**config.mk**
```make
export PLATFORM = sky130hd
export DESIGN_NAME = multicyc_muldiv_unit
export DESIGN_NICKNAME = d
export VERILOG_FILES = /design/src/rtl/multicyc_muldiv_unit_pkg.sv /design/src/rtl/multicyc_muldiv_unit_step.sv /design/src/rtl/multicyc_muldiv_unit.sv
export SDC_FILE = /design/constraint.sdc
export NUM_CORES = 1
export LEC_CHECK = 0
export BUFFER_PORTS_ARGS = -buffer_cell sky130_fd_sc_hd__buf_4
export CAP_MARGIN = 20
export CORE_MARGIN = 3
export CORE_UTILIZATION = 55
export DETAILED_ROUTE_END_ITERATION = 16
export PLACE_DENSITY = 0.87
export SLEW_MARGIN = 20
export SYNTH_ARGS = -nofsm -noshare
export SYNTH_HDL_FRONTEND = slang
export SYNTH_SLANG_ARGS = --single-unit
```
**constraint.sdc**
```tcl
create_clock -name iClk -period 3.2 [get_ports iClk]
set_input_delay 0.32 -clock iClk [delete_from_list [all_inputs] [get_ports iClk]]
set_output_delay 0.32 -clock iClk [all_outputs]
set_load 0.01 [all_outputs]
```
**src/rtl/multicyc_muldiv_unit_pkg.sv**
```systemverilog
// Shared ISA defines for the multiply/divide unit: op codes, FSM state codes
// and small op-decode helpers.
package multicyc_muldiv_unit_pkg;

  localparam logic [1:0] OP_MULT  = 2'b00;
  localparam logic [1:0] OP_MULTU = 2'b01;
  localparam logic [1:0] OP_DIV   = 2'b10;
  localparam logic [1:0] OP_DIVU  = 2'b11;

  localparam logic [1:0] ST_IDLE = 2'b00;
  localparam logic [1:0] ST_CALC = 2'b01;
  localparam logic [1:0] ST_FIX  = 2'b10;

  function automatic logic isSignedOp(input logic [1:0] op);
    return ~op[0];
  endfunction

  function automatic logic isDivOp(input logic [1:0] op);
    return op[1];
  endfunction

endpackage

```
**src/rtl/multicyc_muldiv_unit_step.sv**
```systemverilog
// One radix-2 iteration on unsigned magnitudes: shift-add multiply or
// restoring shift-subtract divide over the {rem, q} register pair.
module muldiv_step #(
  parameter int WIDTH = 32
) (
  input  logic             isDiv,
  input  logic [WIDTH-1:0] rem,
  input  logic [WIDTH-1:0] q,
  input  logic [WIDTH-1:0] opnd,
  output logic [WIDTH-1:0] remNext,
  output logic [WIDTH-1:0] qNext
);

  logic [WIDTH:0] sum;
  logic [WIDTH:0] shifted;
  logic [WIDTH:0] diff;

  always_comb begin
    sum     = {1'b0, rem} + (q[0] ? {1'b0, opnd} : '0);
    shifted = {rem, q[WIDTH-1]};
    diff    = shifted - {1'b0, opnd};
    remNext = sum[WIDTH:1];
    qNext   = {sum[0], q[WIDTH-1:1]};
    if (isDiv) begin
      // remainder stays below the divisor, so the restored value fits WIDTH bits
      if (shifted >= {1'b0, opnd}) begin
        remNext = diff[WIDTH-1:0];
        qNext   = {q[WIDTH-2:0], 1'b1};
      end else begin
        remNext = shifted[WIDTH-1:0];
        qNext   = {q[WIDTH-2:0], 1'b0};
      end
    end
  end

endmodule

```
**src/rtl/multicyc_muldiv_unit.sv**
```systemverilog
// Multi-cycle MULT/MULTU/DIV/DIVU unit with HI/LO registers, MTHI/MTLO
// writes and cancel. States: IDLE wait/MT writes | CALC WIDTH steps | FIX sign fix + writeback.
module multicyc_muldiv_unit
  import multicyc_muldiv_unit_pkg::*;
#(
  parameter int WIDTH = 32
) (
  input  logic             iClk,
  input  logic             iRst_n,
  input  logic             iStart,
  input  logic [1:0]       iOp,
  input  logic [WIDTH-1:0] iA,
  input  logic [WIDTH-1:0] iB,
  input  logic             iCancel,
  input  logic             iMthi,
  input  logic             iMtlo,
  input  logic [WIDTH-1:0] iWrData,
  output logic             oBusy,
  output logic             oDone,
  output logic             oDivZero,
  output logic [WIDTH-1:0] oHi,
  output logic [WIDTH-1:0] oLo
);

  localparam int CNT_W = $clog2(WIDTH + 1);

  logic [1:0]         state;
  logic [1:0]         opReg;
  logic               negA;
  logic               negB;
  logic               divZero;
  logic [WIDTH-1:0]   origA;
  logic [WIDTH-1:0]   opnd;
  logic [WIDTH-1:0]   rem;
  logic [WIDTH-1:0]   q;
  logic [WIDTH-1:0]   hiReg;
  logic [WIDTH-1:0]   loReg;
  logic [CNT_W-1:0]   cnt;

  logic [WIDTH-1:0]   remNext;
  logic [WIDTH-1:0]   qNext;
  logic [WIDTH-1:0]   magA;
  logic [WIDTH-1:0]   magB;
  logic [WIDTH-1:0]   hiRes;
  logic [WIDTH-1:0]   loRes;
  logic [2*WIDTH-1:0] prod;

  muldiv_step #(.WIDTH(WIDTH)) uStep (
    .isDiv  (isDivOp(opReg)),
    .rem    (rem),
    .q      (q),
    .opnd   (opnd),
    .remNext(remNext),
    .qNext  (qNext)
  );

  always_comb begin
    magA = (isSignedOp(iOp) && iA[WIDTH-1]) ? -iA : iA;
    magB = (isSignedOp(iOp) && iB[WIDTH-1]) ? -iB : iB;
  end

  // most-negative / -1 needs no special case: negating 2^(WIDTH-1) wraps back to itself
  always_comb begin
    prod = {rem, q};
    if (isSignedOp(opReg) && (negA ^ negB)) prod = -prod;
    hiRes = prod[2*WIDTH-1:WIDTH];
    loRes = prod[WIDTH-1:0];
    if (isDivOp(opReg)) begin
      if (divZero) begin
        hiRes = origA;
        loRes = '1;
      end else begin
        loRes = (isSignedOp(opReg) && (negA ^ negB)) ? -q : q;
        hiRes = (isSignedOp(opReg) && negA) ? -rem : rem;
      end
    end
  end

  always_ff @(posedge iClk or negedge iRst_n) begin
    if (!iRst_n) begin
      state    <= ST_IDLE;
      opReg    <= OP_MULT;
      negA     <= 1'b0;
      negB     <= 1'b0;
      divZero  <= 1'b0;
      origA    <= '0;
      opnd     <= '0;
      rem      <= '0;
      q        <= '0;
      hiReg    <= '0;
      loReg    <= '0;
      cnt      <= '0;
      oDone    <= 1'b0;
      oDivZero <= 1'b0;
    end else begin
      oDone    <= 1'b0;
      oDivZero <= 1'b0;
      case (state)
        ST_IDLE: begin
          if (iStart) begin
            opReg   <= iOp;
            negA    <= isSignedOp(iOp) & iA[WIDTH-1];
            negB    <= isSignedOp(iOp) & iB[WIDTH-1];
            origA   <= iA;
            divZero <= isDivOp(iOp) && (iB == '0);
            rem     <= '0;
            q       <= isDivOp(iOp) ? magA : magB;
            opnd    <= isDivOp(iOp) ? magB : magA;
            cnt     <= '0;
            state   <= ST_CALC;
          end else begin
            if (iMthi) hiReg <= iWrData;
            if (iMtlo) loReg <= iWrData;
          end
        end
        ST_CALC: begin
          if (iCancel) begin
            state <= ST_IDLE;
          end else begin
            rem <= remNext;
            q   <= qNext;
            cnt <= cnt + CNT_W'(1);
            if (cnt == CNT_W'(WIDTH - 1)) state <= ST_FIX;
          end
        end
        ST_FIX: begin
          state <= ST_IDLE;
          if (!iCancel) begin
            hiReg    <= hiRes;
            loReg    <= loRes;
            oDone    <= 1'b1;
            oDivZero <= divZero;
          end
        end
        default: state <= ST_IDLE;
      endcase
    end
  end

  assign oBusy = (state != ST_IDLE);
  assign oHi   = hiReg;
  assign oLo   = loReg;

endmodule
```
==> metrics, run 1 <==
R2R setup slack 0.009 ns; crit-path leading delay family compound AO/OA/AOI/OAI gates; Residual DRC 0; dpl cells 2893; GRT Overall Usage 40.3%; register bit total from synthesis 207; outcome finished, final reports clean; HP Class primary input to flop; Core ar. 30800 sq um; Initial Util 56.3%; clk sink count 207; router iterations before antenna repair 8; Reg clk slew, reported paths 0.07 ns; fmax 0.313 GHz; Mapped Nets 2477; CP max stage cell dfrtp_1; vias in the first global route 18.1k; WP buf/inv 2; power per cell area 954 nW/um^2; CTS max path bufs 3; minimum clock period 3.19 ns; sequential share of the synthesized area 29.9%; Unique masters post-synth 81; RSZ-0062 raised after global routing true; via count 19.8k; CP Capture Type flop; WS Path Type flop to flop; gpl congestion 1.08; share of flip-flops with an asynchronous set or reset 100%; # IOs 171; startpoint types flop; WP data arrival 3.62 ns; Horiz. Die Dim 184 um; CP peak stage delay 0.39 ns; critical-path cell list inv_1, ha_1, inv_1, fa_2, a21oi_4, o22ai_2, or3b_1, a21o_1, a31o_2, a311oi_2, xor2_1, o211ai_1, a22o_1; CTS tree done; Final Hold Fails 0; Syn Area/Cell 7.54 sq um; H-tree depth 1; Site Rows 64; mapped cell area 17400 sq um; Layout area overhead 21.4%; Worst EP required 3.62 ns; final net count 2704; Post-synth EDFFs 0; post-layout util 68.3%; share of cells above drive strength 1 18.4%; Max transition margin 35.1%; maximum number of pins on one net before global-route repair 89; DIE HEIGHT 184 um; post-DP HPWL 54400 um; Port Buf Inserts 170; CP max FO 3; Die Area 33700 sq um; post-route ant nets 0; Worst Clk Skew 0.0242 ns; total gr overflow 0; Worst-Skew Late Latency 0.55 ns; Routed WL 71100 um; crit share post-route 99.7%; Worst Tran Pin Value 0.973 ns; CTS Buf Count 24; count of final setup violators 0; Cells after Synth 2302; prevailing post-synth register cell dfrtp_1; peak supply drop 0.521 mV; FILL cells 2498; first-pass GRT wire length 106000 um; Pins Over Slew Limit 0; per-cell routed wire length 24.1 um; Post-Layout Cell Count 2945; most used cell, CP inv_1; Root Buffer clkbuf_16; Leak 9.57 nW; max cap viols 0; synth warn 0; DR vias/cell 6.71; DR iter-0 viols 2773; initial antenna violation count 4
per-layer routing:
metal	part of all wire [%]	global-route usage [%]	up-vias
met5	0.035	0	-
met2	41	57.8	1494
met4	6.1	20.9	4
met1	38	54.6	9258
li1	-	-	8716
met3	15	12.9	281
tightest hold or removal path, stage by stage:
cell and delay (ns):
buf_4 0.10, nand2_1 0.05, nand2_1 0.05
area by class of cell:
type	count	area, sq um	share of cell area [%]
Sequential cell	207	5190	24.6
Inverter	68	258	1.22
Clock buffer	33	684	3.25
Clock inverter	10	139	0.660
Multi-Input combinational cell	1875	11500	54.8
Tap cell	396	495	2.35
Timing Repair Buffer	353	2750	13.1
Antenna cell	3	7.51	0.0357
cells in the mapped netlist (25+ instances only):
library cell  count  area share [%]
nand2_1         320             6.9
nor2_1          228             4.9
a21oi_1         216             6.2
o21ai_0         214             6.2
dfrtp_1         207              30
clkbuf_1        134             2.9
xor2_1           88             4.4
xnor2_1          87             4.4
ha_1             69             5.0
inv_1            66             1.4
nor3_1           61             1.8
mux2i_1          52             3.0
o22ai_1          42             1.5
nand3_1          41             1.2
a211oi_1         28             1.2
a21o_1           25             1.1
o21ai_1          25            0.72
cell usage in the layout (no fill, tap or decap), types with 19 or more instances in the layout:
cell and count:
inv_1 65, a22oi_1 19, buf_4 342, o22ai_1 41, o31ai_1 20, o211ai_1 24
o21ai_1 29, clkbuf_16 24, nor3_1 59, xnor2_1 86, o221ai_1 24, and3_1 20
a21o_1 25, nand2_1 319, nor2_1 226, xor2_1 88, nor2b_1 21, ha_1 64
mux2i_1 52, a211oi_1 23, a21oi_1 212, nand3_1 41, dfrtp_1 202, o21ai_0 210
path summary, 6_finish.rpt:
| check | from | to | cells after the start |
|---|---|---|---|
| setup / recovery | q[31] | rem[28] | 13 |
| hold / removal | iA[30] | origA[30] | 3 |
| setup reg to reg | q[31] | rem[28] | 13 |
| hold reg to reg | oLo[24] | oLo[24] | 2 |
| max in group asynchronous | iRst_n | opnd[23] | 3 |
| min in group asynchronous | iRst_n | oLo[1] | 2 |
stage by stage:
step | total power, W | hold slack (ns) | TNS, ns | setup slack [ns] | cell area, sq um
3_5_place_dp | 0.0162 | 0.362 | -0.146 | -0.0642 | 20000
5_1_grt | 0.0211 | 0.00533 | -0.153 | -0.0336 | 21100
4_1_cts | 0.0192 | 0.00163 | 0 | 0.0150 | 20800
2_1_floorplan | 0.0114 | 0.0244 | 0 | 0.0243 | 17400
6_report | 0.0201 | 0.000920 | 0 | 0.00910 | 21100
3_3_place_gp | 0.0160 | 0.358 | 0 | 0.0271 | 20000
report_power, final:
| part | leakage, nW | total, W | switching [W] | internal [W] |
|---|---|---|---|---|
| Clock | 0.405 | 0.00291 | 0.00118 | 0.00173 |
| Combinational | 6.59 | 0.0130 | 0.00774 | 0.00524 |
| Sequential | 2.58 | 0.00419 | 0.000843 | 0.00335 |
| Total | 9.57 | 0.0201 | 0.00976 | 0.0103 |
timing repair:
action,in CTS,in global routing
endpoints found under the hold margin,63,0
endpoints found under the setup margin,3,31
gates cloned,0,1
pin swaps,0,6
buffers inserted,0,3
gates resized for setup,3,41
hold buffers,2,0
state kept, by name (all words and copies together) (netlist names), 2 cells and up:
signal  flops
cnt         6
opnd       32
state       2
oHi        32
opReg       2
rem        32
q          32
oLo        32
origA      32
cell families after synthesis:
group                      after synthesis  synth area share [%]
and+or+nand+nor                        827                  21.9
AOI/OAI and AO/OA                      741                  25.8
buffers and inverters                  221                  4.86
DFF                                    207                  29.9
xor gates and xnor gates               175                  8.83
adders and majority gates               71                  5.21
muxes                                   60                  3.52
(Power assumes the default switching activity.)
==> inputs of run 2 (changes only) <==
CELL_PAD_IN_SITES_DETAIL_PLACEMENT = 1   (was unset)
CELL_PAD_IN_SITES_GLOBAL_PLACEMENT = 1   (was unset)
CORE_UTILIZATION = 41   (was 55)
PLACE_DENSITY = 0.88   (was 0.87)
==> run 2 against run 1 <==
Sequential share of layout area is 0.73 points lower. Clock power down 3%. Via count increased by 1.7%. The run now ends with negative setup slack left.
==> metrics, run 2 (synthesis results as in run 1) <==
outcome finished, violations left; failing checks negative setup slack; placed cell area 20500 sq um; CTS tree done; Max transition margin 30.7%; Final Hold Fails 0; crit share post-route 101%; Port Buf Inserts 170; DR vias/cell 6.42; WS Path Type flop to flop; first-pass GRT wire length 124000 um; initial antenna violation count 0; Fin Hold WS 0.0115 ns; clk sink count 207; CP Capture Type flop; Post-Layout Cell Count 3130; R2R setup slack -0.02 ns; CTS Buf Count 25; maximum number of pins on one net before global-route repair 96; post-DP HPWL 64700 um; count of final setup violators 1; router iterations before antenna repair 5; via count 20.1k; Worst R2R Path Depth 13; Critical Path Sink rem[28]; Pins Over Slew Limit 0; Root Buffer clkbuf_16; CTS max path bufs 3; Die Area 44800 sq um; Reg clk slew, reported paths 0.06 ns; per-cell routed wire length 26.8 um; commonest non-fill, non-tap cells in the layout 387 x buf_4, 319 x nand2_1, 224 x nor2_1, 210 x a21oi_1, 208 x o21ai_0; # IOs 171; Worst Tran Pin Value 1.04 ns; RR Endpoint rem[28]; startpoint types flop; total gr overflow 0; Final Cell Area 21700 sq um; CP max FO 3; # diodes 0; H-tree depth 1; commonest non-fill, non-tap cell in the layout buf_4; share of cells above drive strength 1 20.3%; RSZ-0062 raised after global routing true; Core ar. 41300 sq um; WP data arrival 3.67 ns; Site Rows 74; final setup margin -0.0213 ns; DR iter-0 viols 2089; RR Startpoint q[31]; post-route ant nets 0; minimum clock period 3.22 ns; Worst EP required 3.65 ns; FILL cells 5122; max cap viols 0; dpl cells 3071; Residual DRC 0; Routed WL 84000 um; Worst Clk Skew 0.0193 ns; FF/Latch Area 5190 sq um; post-place setup slack -0.107 ns; fmax 0.310 GHz; DIE HEIGHT 212 um; Leak 9.83 nW; area of the multi-input gates 11600 sq um; gpl congestion 1.01; Horiz. Die Dim 212 um; Worst-Skew Late Latency 0.57 ns; GRT Overall Usage 36.0%; vias in the first global route 20.2k; Initial Util 42.0%; power per cell area 966 nW/um^2; peak supply drop 0.380 mV; final net count 2759; Layout area overhead 25.1%; HP Class primary input to flop; start point of the critical path q[31]
## run 2: cell types whose count changed in the layout (fill, tap and decap cells not counted), sizes merged
cell and change:
buf +45, bufinv -2, diode -3, dlygate4sd3 +9
inv +1, o21a -1
## run 2: layer usage
metal  routed length, um  vias up  track usage, %  share of wire [%]
li1                    -     8794               -                  -
met1               34700    10000            48.9                 41
met2               36800     1064            55.5                 44
met3                8190      215            7.45                9.8
met4                4380        0            16.0                5.2
met5                   0        -               0                  0
## run 2: through the flow
stage                     utilization (%)  setup TNS [ns]  power (W)
after global routing                 52.6          -0.282     0.0220
after floorplan                         -               0     0.0114
after CTS                            51.9               0     0.0202
after detailed placement             49.6          -0.400     0.0171
after global placement               49.6         -0.0496     0.0167
final                                52.6         -0.0213     0.0210
## run 2: worst max-delay path: stages (launching register included)
cell and delay, ns:
dfrtp_1 0.38, inv_1 0.08, ha_1 0.18, inv_1 0.08, fa_2 0.38, a21oi_4 0.23
o22ai_2 0.13, or3b_1 0.36, a21o_1 0.19, a31o_2 0.26, a311oi_2 0.22, xor2_1 0.23
o211ai_1 0.13, a22o_1 0.23
## run 2: report_power, final
| group | switching [W] | internal, W |
|---|---|---|
| clock network | 0.00125 | 0.00158 |
| registers | 0.000828 | 0.00335 |
| logic | 0.00834 | 0.00562 |
| total | 0.0104 | 0.0106 |
## run 2: worst min path at each step
stage / start / endpoint / slack, ns / depth (start not counted)
6_report: iWrData[18] / oHi[18] / 0.01 / 3
3_3_place_gp: iRst_n / oLo[2] / 0.43 / 1
2_1_floorplan: iRst_n / cnt[0] / 0.02 / 0
4_1_cts: iA[5] / origA[5] / 0.0002 / 3
3_5_place_dp: iRst_n / oLo[2] / 0.43 / 1
5_1_grt: iWrData[18] / oHi[18] / 0.01 / 3
## run 2: layout make-up
class	count	area share [%]
inverter	68	1.18
sequential	207	23.9
clock inverter	9	0.421
tap	532	3.07
multi-input combinational	1874	53.5
timing repair buffer	408	14.8
clock buffer	32	3.14
## run 2: repair_timing
| item | 4_1_cts | 5_1_grt |
|---|---|---|
| buffers inserted | 2 | 4 |
| gates resized for setup | 7 | 56 |
| cloned | 0 | 1 |
| endpoints found under the hold margin | 101 | 0 |
| hold buffers | 11 | 0 |
| endpoints found under the setup margin | 7 | 35 |
| pin swaps | 1 | 7 |
